[src/rtl/rf_pkg.sv]
// Shared register-file constants and writeback request types.
package rf_pkg;

  localparam int ADDR_W    = 5;
  localparam int DATA_W    = 32;
  localparam int REG_COUNT = 1 << ADDR_W;

  typedef struct packed {
    logic [ADDR_W-1:0] addr;
    logic [DATA_W-1:0] data;
  } wb_req_t;

  typedef enum logic {
    GRANT_REQ0 = 1'b0,
    GRANT_REQ1 = 1'b1
  } grant_t;

endpackage

[src/rtl/rf_wb_hold.sv]
// One-entry valid/ready holding register for a writeback requester.
// Writes to register 0 are accepted and silently dropped.
module rf_wb_hold
  import rf_pkg::*;
(
  input  logic              clock,
  input  logic              reset_n,
  input  logic              in_valid,
  input  logic [ADDR_W-1:0] in_addr,
  input  logic [DATA_W-1:0] in_data,
  output logic              in_ready,
  input  logic              drain,
  output logic              full,
  output logic [ADDR_W-1:0] out_addr,
  output logic [DATA_W-1:0] out_data
);

  wb_req_t entry;
  logic    load;

  // Ready includes a same-edge drain so a busy requester keeps full throughput.
  assign in_ready = !full || drain;
  assign load     = in_valid && in_ready && (in_addr != '0);
  assign out_addr = entry.addr;
  assign out_data = entry.data;

  always_ff @(posedge clock or negedge reset_n) begin
    if (!reset_n) begin
      full  <= 1'b0;
      entry <= '0;
    end else if (load) begin
      full  <= 1'b1;
      entry <= '{addr: in_addr, data: in_data};
    end else if (drain) begin
      full  <= 1'b0;
    end
  end

endmodule

[src/rtl/rf_wb_arbiter.sv]
// Round-robin arbitration of ALU and load writebacks onto the single RF
// write port, plus the per-register busy bitmap used for RAW hazard checks.
module rf_wb_arbiter
  import rf_pkg::*;
(
  input  logic              clock,
  input  logic              reset_n,
  input  logic              req0_valid,
  input  logic [ADDR_W-1:0] req0_addr,
  input  logic [DATA_W-1:0] req0_data,
  output logic              req0_ready,
  input  logic              req1_valid,
  input  logic [ADDR_W-1:0] req1_addr,
  input  logic [DATA_W-1:0] req1_data,
  output logic              req1_ready,
  input  logic              reserve_valid,
  input  logic [ADDR_W-1:0] reserve_addr,
  input  logic [ADDR_W-1:0] query_addr_s,
  input  logic [ADDR_W-1:0] query_addr_t,
  output logic              busy_s,
  output logic              busy_t,
  output logic              write_enabled,
  output logic [ADDR_W-1:0] write_addr,
  output logic [DATA_W-1:0] write_data
);

  logic              full0, full1;
  logic [ADDR_W-1:0] hold0_addr, hold1_addr;
  logic [DATA_W-1:0] hold0_data, hold1_data;
  logic              grant0, grant1;
  grant_t            last_grant, last_grant_nxt;
  logic [REG_COUNT-1:0] busy, busy_nxt;

  rf_wb_hold u_hold0 (
    .clock    (clock),
    .reset_n  (reset_n),
    .in_valid (req0_valid),
    .in_addr  (req0_addr),
    .in_data  (req0_data),
    .in_ready (req0_ready),
    .drain    (grant0),
    .full     (full0),
    .out_addr (hold0_addr),
    .out_data (hold0_data)
  );

  rf_wb_hold u_hold1 (
    .clock    (clock),
    .reset_n  (reset_n),
    .in_valid (req1_valid),
    .in_addr  (req1_addr),
    .in_data  (req1_data),
    .in_ready (req1_ready),
    .drain    (grant1),
    .full     (full1),
    .out_addr (hold1_addr),
    .out_data (hold1_data)
  );

  // Last-grant state register
  always_ff @(posedge clock or negedge reset_n) begin
    if (!reset_n) last_grant <= GRANT_REQ1;
    else          last_grant <= last_grant_nxt;
  end

  // Next-state: advance on every grant
  always_comb begin
    last_grant_nxt = last_grant;
    if (grant0)      last_grant_nxt = GRANT_REQ0;
    else if (grant1) last_grant_nxt = GRANT_REQ1;
  end

  // Grant outputs: on contention the requester not granted last wins
  always_comb begin
    grant0 = full0 && (!full1 || (last_grant == GRANT_REQ1));
    grant1 = full1 && (!full0 || (last_grant == GRANT_REQ0));
  end

  always_ff @(posedge clock or negedge reset_n) begin
    if (!reset_n) begin
      write_enabled <= 1'b0;
      write_addr    <= '0;
      write_data    <= '0;
    end else if (grant0) begin
      write_enabled <= 1'b1;
      write_addr    <= hold0_addr;
      write_data    <= hold0_data;
    end else if (grant1) begin
      write_enabled <= 1'b1;
      write_addr    <= hold1_addr;
      write_data    <= hold1_data;
    end else begin
      write_enabled <= 1'b0;
    end
  end

  // Set is applied after clear so a new reservation survives the old write.
  always_comb begin
    busy_nxt = busy;
    if (write_enabled) busy_nxt[write_addr] = 1'b0;
    if (reserve_valid && (reserve_addr != '0)) busy_nxt[reserve_addr] = 1'b1;
    busy_nxt[0] = 1'b0;
  end

  always_ff @(posedge clock or negedge reset_n) begin
    if (!reset_n) busy <= '0;
    else          busy <= busy_nxt;
  end

  assign busy_s = (query_addr_s != '0) && busy[query_addr_s];
  assign busy_t = (query_addr_t != '0) && busy[query_addr_t];

endmodule
[config.mk]
export PLATFORM = sky130hd
export DESIGN_NAME = rf_wb_arbiter
export DESIGN_NICKNAME = d
export VERILOG_FILES = /design/src/rtl/rf_pkg.sv /design/src/rtl/rf_wb_hold.sv /design/src/rtl/rf_wb_arbiter.sv
export SDC_FILE = /design/constraint.sdc
export NUM_CORES = 1
export LEC_CHECK = 0
export ABC_AREA = 1
export ABC_CLOCK_PERIOD_IN_PS = 1200
export BUFFER_PORTS_ARGS = -buffer_cell sky130_fd_sc_hd__buf_4
export CAP_MARGIN = 20
export CORE_MARGIN = 4
export CORE_UTILIZATION = 50
export CTS_BUF_LIST = sky130_fd_sc_hd__clkbuf_4
export CTS_CLUSTER_DIAMETER = 60
export DETAILED_ROUTE_END_ITERATION = 16
export PLACE_DENSITY = 0.77
export SKIP_LAST_GASP = 1
export SYNTH_ARGS = -nofsm -noshare
export SYNTH_HDL_FRONTEND = slang
export SYNTH_SLANG_ARGS = --single-unit
[constraint.sdc]
create_clock -name clock -period 1.2 [get_ports clock]
set_input_delay 0.18 -clock clock [delete_from_list [all_inputs] [get_ports clock]]
set_output_delay 0.18 -clock clock [all_outputs]
set_load 0.02 [all_outputs]
==> results of run 1 <==
stage by stage:
stage	setup TNS [ns]	cells	utilization	hold slack, ns
CTS	-42.06	1349	0.843	0.00903
detailed placement	-10.92	1160	0.620	0.0870
global placement	-7.85	1160	0.620	0.0830
floorplan	-4.18	844	-	-0.116
what timing repair did:
| item | CTS |
|---|---|
| setup endpoints to repair | 167 |
| hold buffers | 77 |
| gates resized for setup | 265 |
| hold endpoints to repair | 220 |
| pin swaps | 31 |
| cloned | 26 |
| setup buffers | 58 |
cells by family after synthesis:
family,after synthesis,share of synthesized area
and+or+nand+nor,328,0.199
AOI/OAI and AO/OA,210,0.157
buffers and inverters,160,0.102
DFF,146,0.542
per-layer routing:
metal / GRT overflow / track usage
met4: 2 / 0.629
met3: 1 / 0.516
met2: 2 / 0.832
met1: 0 / 0.682
met5: 0 / 0.122
==> impl_metrics.env, run 1 <==
export IMPL_run_status="aborted with a tool error"
export IMPL_haltStage="5_1_grt"
export IMPL_error_line="[ERROR GRT-0232] Routing congestion too high. Check the congestion heatmap in the GUI."
export IMPL_yosysSeqAreaShare=0.542
export IMPL_cts_sinks=146
export IMPL_io_pins=136
export IMPL_avgSynthCellArea_sq_um=7.99
export IMPL_die_w_um=124
export IMPL_start_util=0.509
export IMPL_worst_path_end_type="top-level output"
export IMPL_grt_overflow_total=5
export IMPL_io_buffers=135
export IMPL_grt_max_degree=46
export IMPL_ctsHtreeMaxLevel=4
export IMPL_fp_dieH_um=124
export IMPL_place_gp_congestion=0.902
export IMPL_grt_total_usage=0.666
export IMPL_root_buffer="clkbuf_4"
export IMPL_synth_most_common_cell="nand2_1"
export IMPL_worst_endpoint="busy_s"
export IMPL_yosysTopAreaCellShare=0.538
export IMPL_yosys_warnings=0
export IMPL_synthFlopType="dfrtp_1"
export IMPL_synth_area_leaders="dfrtp_1, nand2_1, o21ai_0"
export IMPL_synthCells=844
export IMPL_cts_buffer_depth=2
export IMPL_pre_cts_slack_ns=-0.212
export IMPL_synth_distinct_cells=23
export IMPL_synth_common_cells="nand2_1, dfrtp_1, o21ai_0"
export IMPL_floorplan_rows=42
export IMPL_synth_edf_count=0
export IMPL_synth_area_sq_um=6750
export IMPL_hpwl_um=12800
export IMPL_ys_seq_elements=146
export IMPL_synthArstFlopShare=1.00
export IMPL_cts_buffers=17
export IMPL_placed_area_sq_um=8210
export IMPL_synth_nets=938
export IMPL_yosysTopAreaCell="dfrtp_1"
==> run 2: changes to the inputs <==
--- a/config.mk
+++ b/config.mk
@@ -6,15 +6,13 @@
 export NUM_CORES = 1
 export LEC_CHECK = 0
 export ABC_AREA = 1
-export ABC_CLOCK_PERIOD_IN_PS = 1200
+export ABC_CLOCK_PERIOD_IN_PS = 1600
 export BUFFER_PORTS_ARGS = -buffer_cell sky130_fd_sc_hd__buf_4
 export CAP_MARGIN = 20
 export CORE_MARGIN = 4
-export CORE_UTILIZATION = 50
-export CTS_BUF_LIST = sky130_fd_sc_hd__clkbuf_4
-export CTS_CLUSTER_DIAMETER = 60
+export CORE_UTILIZATION = 35
 export DETAILED_ROUTE_END_ITERATION = 16
-export PLACE_DENSITY = 0.77
+export PLACE_DENSITY_LB_ADDON = 0.15
 export SKIP_LAST_GASP = 1
 export SYNTH_ARGS = -nofsm -noshare
 export SYNTH_HDL_FRONTEND = slang
==> constraint.sdc (replaced) <==
create_clock -name clock -period 1.6 [get_ports clock]
set_input_delay 0.24 -clock clock [delete_from_list [all_inputs] [get_ports clock]]
set_output_delay 0.24 -clock clock [all_outputs]
set_load 0.02 [all_outputs]
==> impl_metrics.env, run 2 <==
export IMPL_run_status="finished with violations"
export IMPL_violations="setup timing"
export IMPL_pre_cts_slack_ns=-0.0220
export IMPL_path_class="reg2out"
export IMPL_synth_most_common_cell="nand2_1"
export IMPL_min_to="u_hold0.out_data[21]"
export IMPL_fp_dieH_um=147
export IMPL_cts_buffers=17
export IMPL_slew_violations=0
export IMPL_die_w_um=147
export IMPL_root_buffer="clkbuf_16"
export IMPL_setup_violations=2
export IMPL_ctsHtreeMaxLevel=4
export IMPL_drt_iter0_drc=377
export IMPL_p_per_area_nw_per_um2=1800
export IMPL_syn_to_final_growth_pct=31.5
export IMPL_synth_common_cells="nand2_1, dfrtp_1, o21ai_0"
export IMPL_cts_sinks=146
export IMPL_final_common_cell="nand2_1"
export IMPL_synth_area_sq_um=6750
export IMPL_total_power_uw=15900
export IMPL_swShare=0.367
export IMPL_grt_pass1_wl_um=30200
export IMPL_nets=1081
export IMPL_p_int_uw=10100
export IMPL_avgSynthCellArea_sq_um=7.99
export IMPL_place_gp_congestion=0.888
export IMPL_cp_slowest_cell="dfrtp_1"
export IMPL_drc=0
export IMPL_vdd_drop_max_mv=0.809
export IMPL_first_pass_iters=5
export IMPL_hold_class="in2reg"
export IMPL_worstPathRequired_ns=1.36
export IMPL_grt_max_degree=47
export IMPL_fp_dieArea_sq_um=21600
export IMPL_synthFlopType="dfrtp_1"
export IMPL_r2r_end="u_hold1.out_data[0]"
export IMPL_hpwl_um=13100
export IMPL_path_clk_slew_ns=0.06
export IMPL_worst_slew_pin_transition_ns=0.463
export IMPL_io_pins=136
export IMPL_n_antenna_cell=0
export IMPL_wl_um=18500
export IMPL_combPwrFrac=0.345
export IMPL_grt_pass1_vias=5925
export IMPL_p_switching_uw=5850
export IMPL_maxSlewHeadroom=0.691
export IMPL_leakagePower_uw=0.00448
export IMPL_holdPathStages=3
export IMPL_critPathBufInv=3
export IMPL_ys_seq_elements=146
export IMPL_cts_buffer_depth=2
export IMPL_synth_nets=938
export IMPL_p_seq_frac=0.383
export IMPL_maxCapViolCount=0
export IMPL_drive_gt1_frac=0.212
export IMPL_cts_tree="yes"
export IMPL_setup_ws_ns=-0.152
export IMPL_ant_nets=0
export IMPL_grt_total_usage=0.174
export IMPL_via_per_inst=4.66
export IMPL_max_stage_delay_ns=0.40
export IMPL_yosysTopAreaCell="dfrtp_1"
export IMPL_core_sq_um=18800
export IMPL_wl_per_cell_um=14.7
export IMPL_rsz0062_at_grt="true"
export IMPL_clockPowerShare=0.272
export IMPL_yosys_warnings=0
export IMPL_fmax_mhz=571
export IMPL_synth_distinct_cells=23
export IMPL_fin_crit_sh=1.10
export IMPL_crit_chain="inv_2 > nand2_1 > nand3_1 > nand2_1 > nand2_1 > nand2_1 > inv_1 > nand2_1 > nand2_1 > nand2_2 > buf_6"
export IMPL_yosysSeqAreaShare=0.542
export IMPL_antenna_found_initial=0
export IMPL_synthCells=844
export IMPL_synth_area_leaders="dfrtp_1, nand2_1, o21ai_0"
export IMPL_most_common_layout_cells="nand2_1, buf_4, dfrtp_1"
export IMPL_start_util=0.358
export IMPL_path_max_fanout=2
export IMPL_clk_latency_ns=0.41
export IMPL_rr_startpoint="last_grant"
export IMPL_fin_skew_ns=0.00717
export IMPL_synthArstFlopShare=1.00
export IMPL_vias=5872
export IMPL_n_fill_cell=1930
export IMPL_min_from="req0_data[21]"
export IMPL_r2r_slack_ns=0.11
export IMPL_grt_overflow_total=0
export IMPL_min_period_ns=1.75
export IMPL_start_kind="flop"
export IMPL_r2r_cells=7
export IMPL_io_buffers=135
export IMPL_floorplan_rows=50
export IMPL_path_common_cell="nand2_1"
export IMPL_end_kind="primary output"
export IMPL_hold_violations=0
export IMPL_arrival_ns=1.51
export IMPL_synth_edf_count=0
export IMPL_yosysTopAreaCellShare=0.538
export IMPL_cp_top_family="simple AND/OR/NAND/NOR gates"
-- run 2: cell counts after synthesis --
Identical to the previous run, type by type.
-- run 2: worst max path at each step --
stage / startpoint / end / slack, ns / cells past startpoint
CTS: busy[16] / busy_s / -0.19 / 11
floorplan: query_addr_t[0] / busy_t / 0.20 / 12
global placement: query_addr_s[0] / busy_s / 0.01 / 12
detailed placement: query_addr_s[0] / busy_s / -0.02 / 12
global route: busy[16] / busy_s / -0.30 / 11
finish: busy[19] / busy_s / -0.15 / 11
-- run 2: logic make-up after synthesis --
group,synth area share
AO/OA/AOI/OAI,0.157
AND/OR/NAND/NOR,0.199
buffers and inverters,0.102
flip-flops,0.542
-- run 2: power groups by stage --
stage / logic (uW) / registers (uW) / clock network, uW
after floorplan: 2800 / 6430 / 0
after global placement: 5320 / 6130 / 0
after detailed placement: 5380 / 6120 / 0
after CTS: 5420 / 6090 / 4410
after global routing: 6190 / 6300 / 4590
final: 5500 / 6110 / 4330
-- run 2: repair_timing --
action | in CTS | in global routing
gates cloned | 0 | 1
hold buffers | 1 | 0
endpoints found under the hold margin | 38 | 0
gates resized for setup | 3 | 19
buffers inserted | 1 | 3
pin swaps | 5 | 8
endpoints found under the setup margin | 3 | 34
-- run 2: final cells by class --
class                      count  area (sq um)  share of cell area
tap                          260           325              0.0367
clock inverter                14           211              0.0238
timing repair buffer         161          1340               0.151
clock buffer                  18           439              0.0495
sequential                   146          3650               0.412
multi-input combinational    538          2440               0.275
inverter                     123           464              0.0523
-- run 2: routing by layer --
metal / part of all wire / GRT usage / vias up
met5: 0 / 0 / -
met4: 0.0079 / 0.0419 / 0
met3: 0.051 / 0.0413 / 13
met2: 0.47 / 0.281 / 149
met1: 0.47 / 0.238 / 2727
li1: - / - / 2983
-- run 2: worst min-delay path, cell delays in order --
cell and delay (ns):
buf_4 0.11, inv_1 0.04, o21ai_1 0.06
-- run 2: stage by stage --
step           hold WS, ns  instances   util  setup TNS (ns)  cell area [sq um]
2_1_floorplan      -0.0556        844      -               0               6750
3_3_place_gp         0.197       1222  0.430               0               8100
3_5_place_dp         0.190       1222  0.430         -0.0220               8100
4_1_cts             0.0510       1256  0.466          -0.350               8780
5_1_grt             0.0541       1260  0.471          -0.610               8870
6_report            0.0694       1260  0.471          -0.285               8870
Note: power is estimated with default switching activity, not from simulation.
==> run 3: changes to the inputs <==
--- a/config.mk
+++ b/config.mk
@@ -9,10 +9,13 @@
 export ABC_CLOCK_PERIOD_IN_PS = 1600
 export BUFFER_PORTS_ARGS = -buffer_cell sky130_fd_sc_hd__buf_4
 export CAP_MARGIN = 20
+export CELL_PAD_IN_SITES_DETAIL_PLACEMENT = 0
+export CELL_PAD_IN_SITES_GLOBAL_PLACEMENT = 2
 export CORE_MARGIN = 4
-export CORE_UTILIZATION = 35
+export CORE_UTILIZATION = 32
 export DETAILED_ROUTE_END_ITERATION = 16
 export PLACE_DENSITY_LB_ADDON = 0.15
+export REMOVE_ABC_BUFFERS = 1
 export SKIP_LAST_GASP = 1
 export SYNTH_ARGS = -nofsm -noshare
 export SYNTH_HDL_FRONTEND = slang
==> impl_metrics.env, run 3 (synthesis results as in run 2) <==
export IMPL_fp_dieH_um=153
export IMPL_die_w_um=153
export IMPL_cts_buffers=17
export IMPL_min_to="u_hold0.out_data[18]"
export IMPL_hold_violations=0
export IMPL_drt_iter0_drc=330
export IMPL_end_kind="primary output"
export IMPL_r2r_cells=7
export IMPL_path_class="reg2out"
export IMPL_grt_pass1_vias=5945
export IMPL_io_pins=136
export IMPL_via_per_inst=4.61
export IMPL_antenna_found_initial=0
export IMPL_most_common_layout_cells="nand2_1, buf_4, dfrtp_1"
export IMPL_register_area_sq_um=3650
export IMPL_cts_buffer_depth=2
export IMPL_maxSlewHeadroom=0.692
export IMPL_leakagePower_uw=0.00450
export IMPL_final_common_cell="nand2_1"
export IMPL_violations="setup timing"
export IMPL_arrival_ns=1.51
export IMPL_grt_max_degree=75
export IMPL_place_gp_congestion=0.815
export IMPL_maxCapViolCount=0
export IMPL_hpwl_um=13900
export IMPL_wl_um=20300
export IMPL_first_pass_iters=5
export IMPL_ctsHtreeMaxLevel=4
export IMPL_p_per_area_nw_per_um2=1780
export IMPL_path_max_fanout=2
export IMPL_r2r_slack_ns=0.07
export IMPL_dr_wl_met3_um=754
export IMPL_core_sq_um=20500
export IMPL_io_buffers=135
export IMPL_wl_per_cell_um=15.9
export IMPL_cts_tree="yes"
export IMPL_clk_latency_ns=0.41
export IMPL_run_status="finished with violations"
export IMPL_grt_total_usage=0.170
export IMPL_setup_ws_ns=-0.153
export IMPL_multiInputGateArea_sq_um=2430
export IMPL_hold_ws_ns=0.0622
export IMPL_nets=1087
export IMPL_setup_violations=2
export IMPL_vdd_drop_max_mv=0.807
export IMPL_pre_cts_slack_ns=0.0336
export IMPL_vias=5879
export IMPL_r2r_end="u_hold1.out_data[19]"
export IMPL_grt_pass1_wl_um=32100
export IMPL_start_kind="flop"
export IMPL_grt_overflow_total=0
export IMPL_floorplan_rows=52
export IMPL_fmax_mhz=571
export IMPL_start_util=0.329
export IMPL_cts_sinks=146
export IMPL_ant_nets=0
export IMPL_fp_dieArea_sq_um=23500
export IMPL_rr_startpoint="last_grant"
export IMPL_wl_met2_um=10100
export IMPL_n_antenna_cell=0
export IMPL_min_from="req0_data[18]"
export IMPL_slew_violations=0
export IMPL_met1_length_um=9320
export IMPL_rsz0062_at_grt="true"
export IMPL_min_period_ns=1.75
export IMPL_root_buffer="clkbuf_16"
export IMPL_worst_slew_pin_transition_ns=0.462
export IMPL_hold_class="in2reg"
export IMPL_path_clk_slew_ns=0.07
export IMPL_drive_gt1_frac=0.223
export IMPL_holdPathStages=3
export IMPL_fin_skew_ns=0.00783
export IMPL_n_fill_cell=2159
export IMPL_fin_crit_sh=1.10
export IMPL_syn_to_final_growth_pct=31.9
export IMPL_worstPathRequired_ns=1.36
export IMPL_drc=0
export IMPL_top_layer="met4"
-- run 3: layout make-up --
type | instances | share of cell area
clock buffers | 17 | 0.0478
multi-input cells | 538 | 0.273
clock inverters | 14 | 0.0195
well taps | 270 | 0.0380
flip-flops and latches | 146 | 0.411
inverters | 123 | 0.0522
repair buffers | 167 | 0.159
-- run 3: what timing repair did --
action,4_1_cts,5_1_grt
hold endpoints to repair,38,0
cloned,0,3
resized for setup,16,10
setup endpoints to repair,3,38
buffers inserted,2,0
hold buffers,1,0
pin swaps,5,6
-- run 3: power breakdown --
group | internal (uW) | total [uW] | switching (uW)
Sequential | 5120 | 6120 | 1000
Clock | 2350 | 4060 | 1700
Combinational | 2220 | 5700 | 3480
-- run 3: worst max path at each step --
stage                                from                  end  slack (ns)  cells past startpoint
after detailed placement  query_addr_t[0]               busy_t        0.03                     13
after global placement    query_addr_t[0]               busy_t        0.02                     13
final                            busy[17]               busy_t       -0.15                     11
after floorplan                last_grant  u_hold0.out_addr[0]       -0.87                      4
after CTS                        busy[22]               busy_t       -0.18                     11
after global routing             busy[21]               busy_s       -0.32                     11
-- run 3: through the flow --
step | instances | power [uW] | setup TNS (ns) | utilization | cell area, sq um
after floorplan | 807 | 9020 | -51.29 | - | 6520
after global placement | 1238 | 11800 | 0 | 0.399 | 8170
after detailed placement | 1238 | 11700 | 0 | 0.399 | 8170
after CTS | 1272 | 16000 | -0.351 | 0.430 | 8820
after global routing | 1275 | 17000 | -0.662 | 0.434 | 8900
final | 1275 | 15900 | -0.302 | 0.434 | 8900
-- run 3: worst max-delay path, cell delays in order (launching register included) --
cell	delay (ns)
dfrtp_1	0.39
inv_2	0.07
nand2_1	0.05
nand3_1	0.09
nand2_2	0.08
nand2_1	0.06
nand2_1	0.05
inv_1	0.05
nand2_1	0.05
nand2_1	0.05
nand2_1	0.05
buf_6	0.13
-- run 3: layer usage --
metal	global-route usage	vias up
met2	0.281	119
met5	0	-
li1	-	2989
met4	0.0395	0
met1	0.230	2759
met3	0.0370	12
==> run 4: changes to the inputs <==
--- a/config.mk
+++ b/config.mk
@@ -5,14 +5,13 @@
 export SDC_FILE = /design/constraint.sdc
 export NUM_CORES = 1
 export LEC_CHECK = 0
-export ABC_AREA = 1
 export ABC_CLOCK_PERIOD_IN_PS = 1600
 export BUFFER_PORTS_ARGS = -buffer_cell sky130_fd_sc_hd__buf_4
 export CAP_MARGIN = 20
 export CELL_PAD_IN_SITES_DETAIL_PLACEMENT = 0
 export CELL_PAD_IN_SITES_GLOBAL_PLACEMENT = 2
 export CORE_MARGIN = 4
-export CORE_UTILIZATION = 32
+export CORE_UTILIZATION = 35
 export DETAILED_ROUTE_END_ITERATION = 16
 export PLACE_DENSITY_LB_ADDON = 0.15
 export REMOVE_ABC_BUFFERS = 1
==> impl_metrics.env, run 4 <==
export IMPL_run_status="finished with violations"
export IMPL_violations="setup timing"
export IMPL_clk_latency_ns=0.41
export IMPL_synth_distinct_cells=37
export IMPL_synthFlopType="dfrtp_1"
export IMPL_cts_sinks=146
export IMPL_dr_wl_met3_um=877
export IMPL_ant_nets=0
export IMPL_clockPowerShare=0.258
export IMPL_ys_seq_elements=146
export IMPL_min_from="req1_data[30]"
export IMPL_fmax_mhz=453
export IMPL_dp_cells=881
export IMPL_place_gp_congestion=0.851
export IMPL_synth_area_leaders="dfrtp_1, mux2_2, mux2i_1"
export IMPL_setup_ws_ns=-0.608
export IMPL_grt_pass1_wl_um=27600
export IMPL_swShare=0.332
export IMPL_path_class="reg2out"
export IMPL_p_int_uw=10900
export IMPL_worstPathRequired_ns=1.36
export IMPL_holdPathStages=2
export IMPL_core_sq_um=18200
export IMPL_wl_met2_um=8170
export IMPL_drc=0
export IMPL_synthArstFlopShare=1.00
export IMPL_cts_tree="yes"
export IMPL_arrival_ns=1.97
export IMPL_maxSlewHeadroom=0.668
export IMPL_yosys_warnings=0
export IMPL_vias=4712
export IMPL_max_stage_delay_ns=0.50
export IMPL_hold_violations=0
export IMPL_hold_class="in2reg"
export IMPL_cp_top_family="multiplexers"
export IMPL_rr_startpoint="last_grant"
export IMPL_nets=769
export IMPL_leakagePower_uw=0.00403
export IMPL_io_pins=136
export IMPL_path_max_fanout=3
export IMPL_critPathBufInv=1
export IMPL_via_per_inst=5.14
export IMPL_die_w_um=145
export IMPL_synthCells=507
export IMPL_combPwrFrac=0.370
export IMPL_grt_overflow_total=0
export IMPL_vdd_drop_max_mv=0.879
export IMPL_r2r_slack_ns=0.01
export IMPL_antenna_found_initial=0
export IMPL_syn_to_final_growth_pct=35.4
export IMPL_synth_common_cells="dfrtp_1, o21ai_0, nor2_1"
export IMPL_p_per_area_nw_per_um2=1840
export IMPL_crit_chain="mux4_2 > mux2i_1 > nor3b_1 > a211o_1 > buf_4"
export IMPL_p_switching_uw=5420
export IMPL_n_antenna_cell=0
export IMPL_grt_max_degree=76
export IMPL_r2r_cells=6
export IMPL_yosysTopAreaCell="dfrtp_1"
export IMPL_min_period_ns=2.21
export IMPL_synth_most_common_cell="dfrtp_1"
export IMPL_stdcell_count=916
export IMPL_cp_slowest_cell="mux4_2"
export IMPL_io_buffers=135
export IMPL_drive_gt1_frac=0.440
export IMPL_fin_skew_ns=0.00784
export IMPL_yosysSeqAreaShare=0.558
export IMPL_synth_edf_count=0
export IMPL_drt_iter0_drc=253
export IMPL_top_layer="met4"
export IMPL_avgSynthCellArea_sq_um=12.9
export IMPL_p_seq_frac=0.372
export IMPL_met1_length_um=8130
export IMPL_start_kind="flop"
export IMPL_min_to="u_hold1.out_data[30]"
export IMPL_path_clk_slew_ns=0.06
export IMPL_fp_dieH_um=145
export IMPL_r2r_end="u_hold0.out_data[13]"
export IMPL_final_common_cell="buf_4"
export IMPL_setup_violations=2
export IMPL_grt_pass1_vias=5041
export IMPL_slew_violations=0
export IMPL_maxCapViolCount=0
export IMPL_placed_area_sq_um=8080
export IMPL_ctsHtreeMaxLevel=4
export IMPL_fin_crit_sh=1.38
export IMPL_multiInputGateArea_sq_um=2780
export IMPL_yosysTopAreaCellShare=0.554
export IMPL_n_fill_cell=1650
export IMPL_hpwl_um=12200
export IMPL_first_pass_iters=5
export IMPL_root_buffer="clkbuf_16"
export IMPL_hold_ws_ns=0.0390
export IMPL_synth_area_sq_um=6550
export IMPL_cts_buffers=17
export IMPL_wl_per_cell_um=19.0
export IMPL_grt_total_usage=0.172
export IMPL_fp_dieArea_sq_um=21000
export IMPL_cts_buffer_depth=2
export IMPL_end_kind="primary output"
export IMPL_finalInstanceArea_sq_um=8870
export IMPL_rsz0062_at_grt="true"
export IMPL_worst_slew_pin_transition_ns=0.496
export IMPL_register_area_sq_um=3660
export IMPL_start_util=0.360
export IMPL_floorplan_rows=49
export IMPL_most_common_layout_cells="buf_4, dfrtp_1, o21ai_0"
export IMPL_wl_um=17400
==> run 4: cell types whose count changed after synthesis, moves of 15 or more <==
| cell | delta |
|---|---|
| nand3_1 | -60 |
| mux2_4 | +20 |
| a21oi_1 | -22 |
| inv_1 | -119 |
| o21ai_0 | -62 |
| buf_2 | -15 |
| nand2_1 | -198 |
| mux2_1 | +16 |
| o21ai_1 | -16 |
| mux2i_1 | +40 |
| mux2_2 | +38 |
==> run 4: power groups by stage <==
stage	Combinational [uW]	Clock, uW	Sequential (uW)
final	6040	4210	6070
after global routing	6570	4500	6260
after CTS	5980	4320	6070
after detailed placement	5890	0	6100
after global placement	5820	0	6020
after floorplan	2860	0	6460
==> run 4: cell families after synthesis <==
logic type             Yosys count  synth area share
flip-flops                     146             0.558
AO/OA/AOI/OAI                  113            0.0929
buffers and inverters           30            0.0313
multiplexers                   128             0.248
AND/OR/NAND/NOR                 90            0.0694
==> run 4: worst max path at each step <==
stage                             from                   end  depth (start not counted)
after global routing           busy[7]                busy_s                          5
after global placement    req1_addr[0]   u_hold1.out_data[2]                          5
after floorplan           req0_addr[0]   u_hold0.out_addr[0]                          3
final                         busy[23]                busy_s                          5
after CTS                      busy[6]                busy_s                          5
after detailed placement  req1_addr[0]  u_hold1.out_data[26]                          5
==> run 4: final cells by class <==
| class | count | share of cell area |
|---|---|---|
| clock buffers | 22 | 0.0535 |
| clock inverters | 9 | 0.0174 |
| inverters | 2 | 0.000847 |
| multi-input cells | 331 | 0.314 |
| flip-flops and latches | 146 | 0.413 |
| well taps | 229 | 0.0323 |
| repair buffers | 177 | 0.170 |
==> run 4: worst register-to-register path, cell delays in order, from the launching register on <==
cell and delay [ns]:
dfstp_2 0.57, inv_2 0.06, nand3_4 0.09, buf_6 0.10, o211ai_4 0.13, buf_12 0.21
mux2_4 0.31
==> run 4: what timing repair did <==
action                                  CTS  global route
pin swaps                                 2             2
hold buffers                              1             0
endpoints found under the setup margin    4            30
cloned                                    0             2
setup buffers                             2             0
endpoints found under the hold margin    33             0
resized for setup                        10            13
==> run 4: routing by layer <==
metal / track usage / vias to the layer above
li1: - / 2180
met1: 0.245 / 2366
met2: 0.256 / 147
met3: 0.0447 / 19
met4: 0.0569 / 0
met5: 0 / -
==> run 4: per-stage QoR <==
stage | util | worst slack [ns] | total power [uW] | setup TNS [ns]
floorplan | - | -0.948 | 9310 | -89.49
global placement | 0.444 | -0.259 | 11800 | -17.77
detailed placement | 0.444 | -0.288 | 12000 | -19.18
CTS | 0.482 | -0.628 | 16400 | -1.21
global route | 0.487 | -0.721 | 17300 | -1.64
finish | 0.487 | -0.608 | 16300 | -1.17
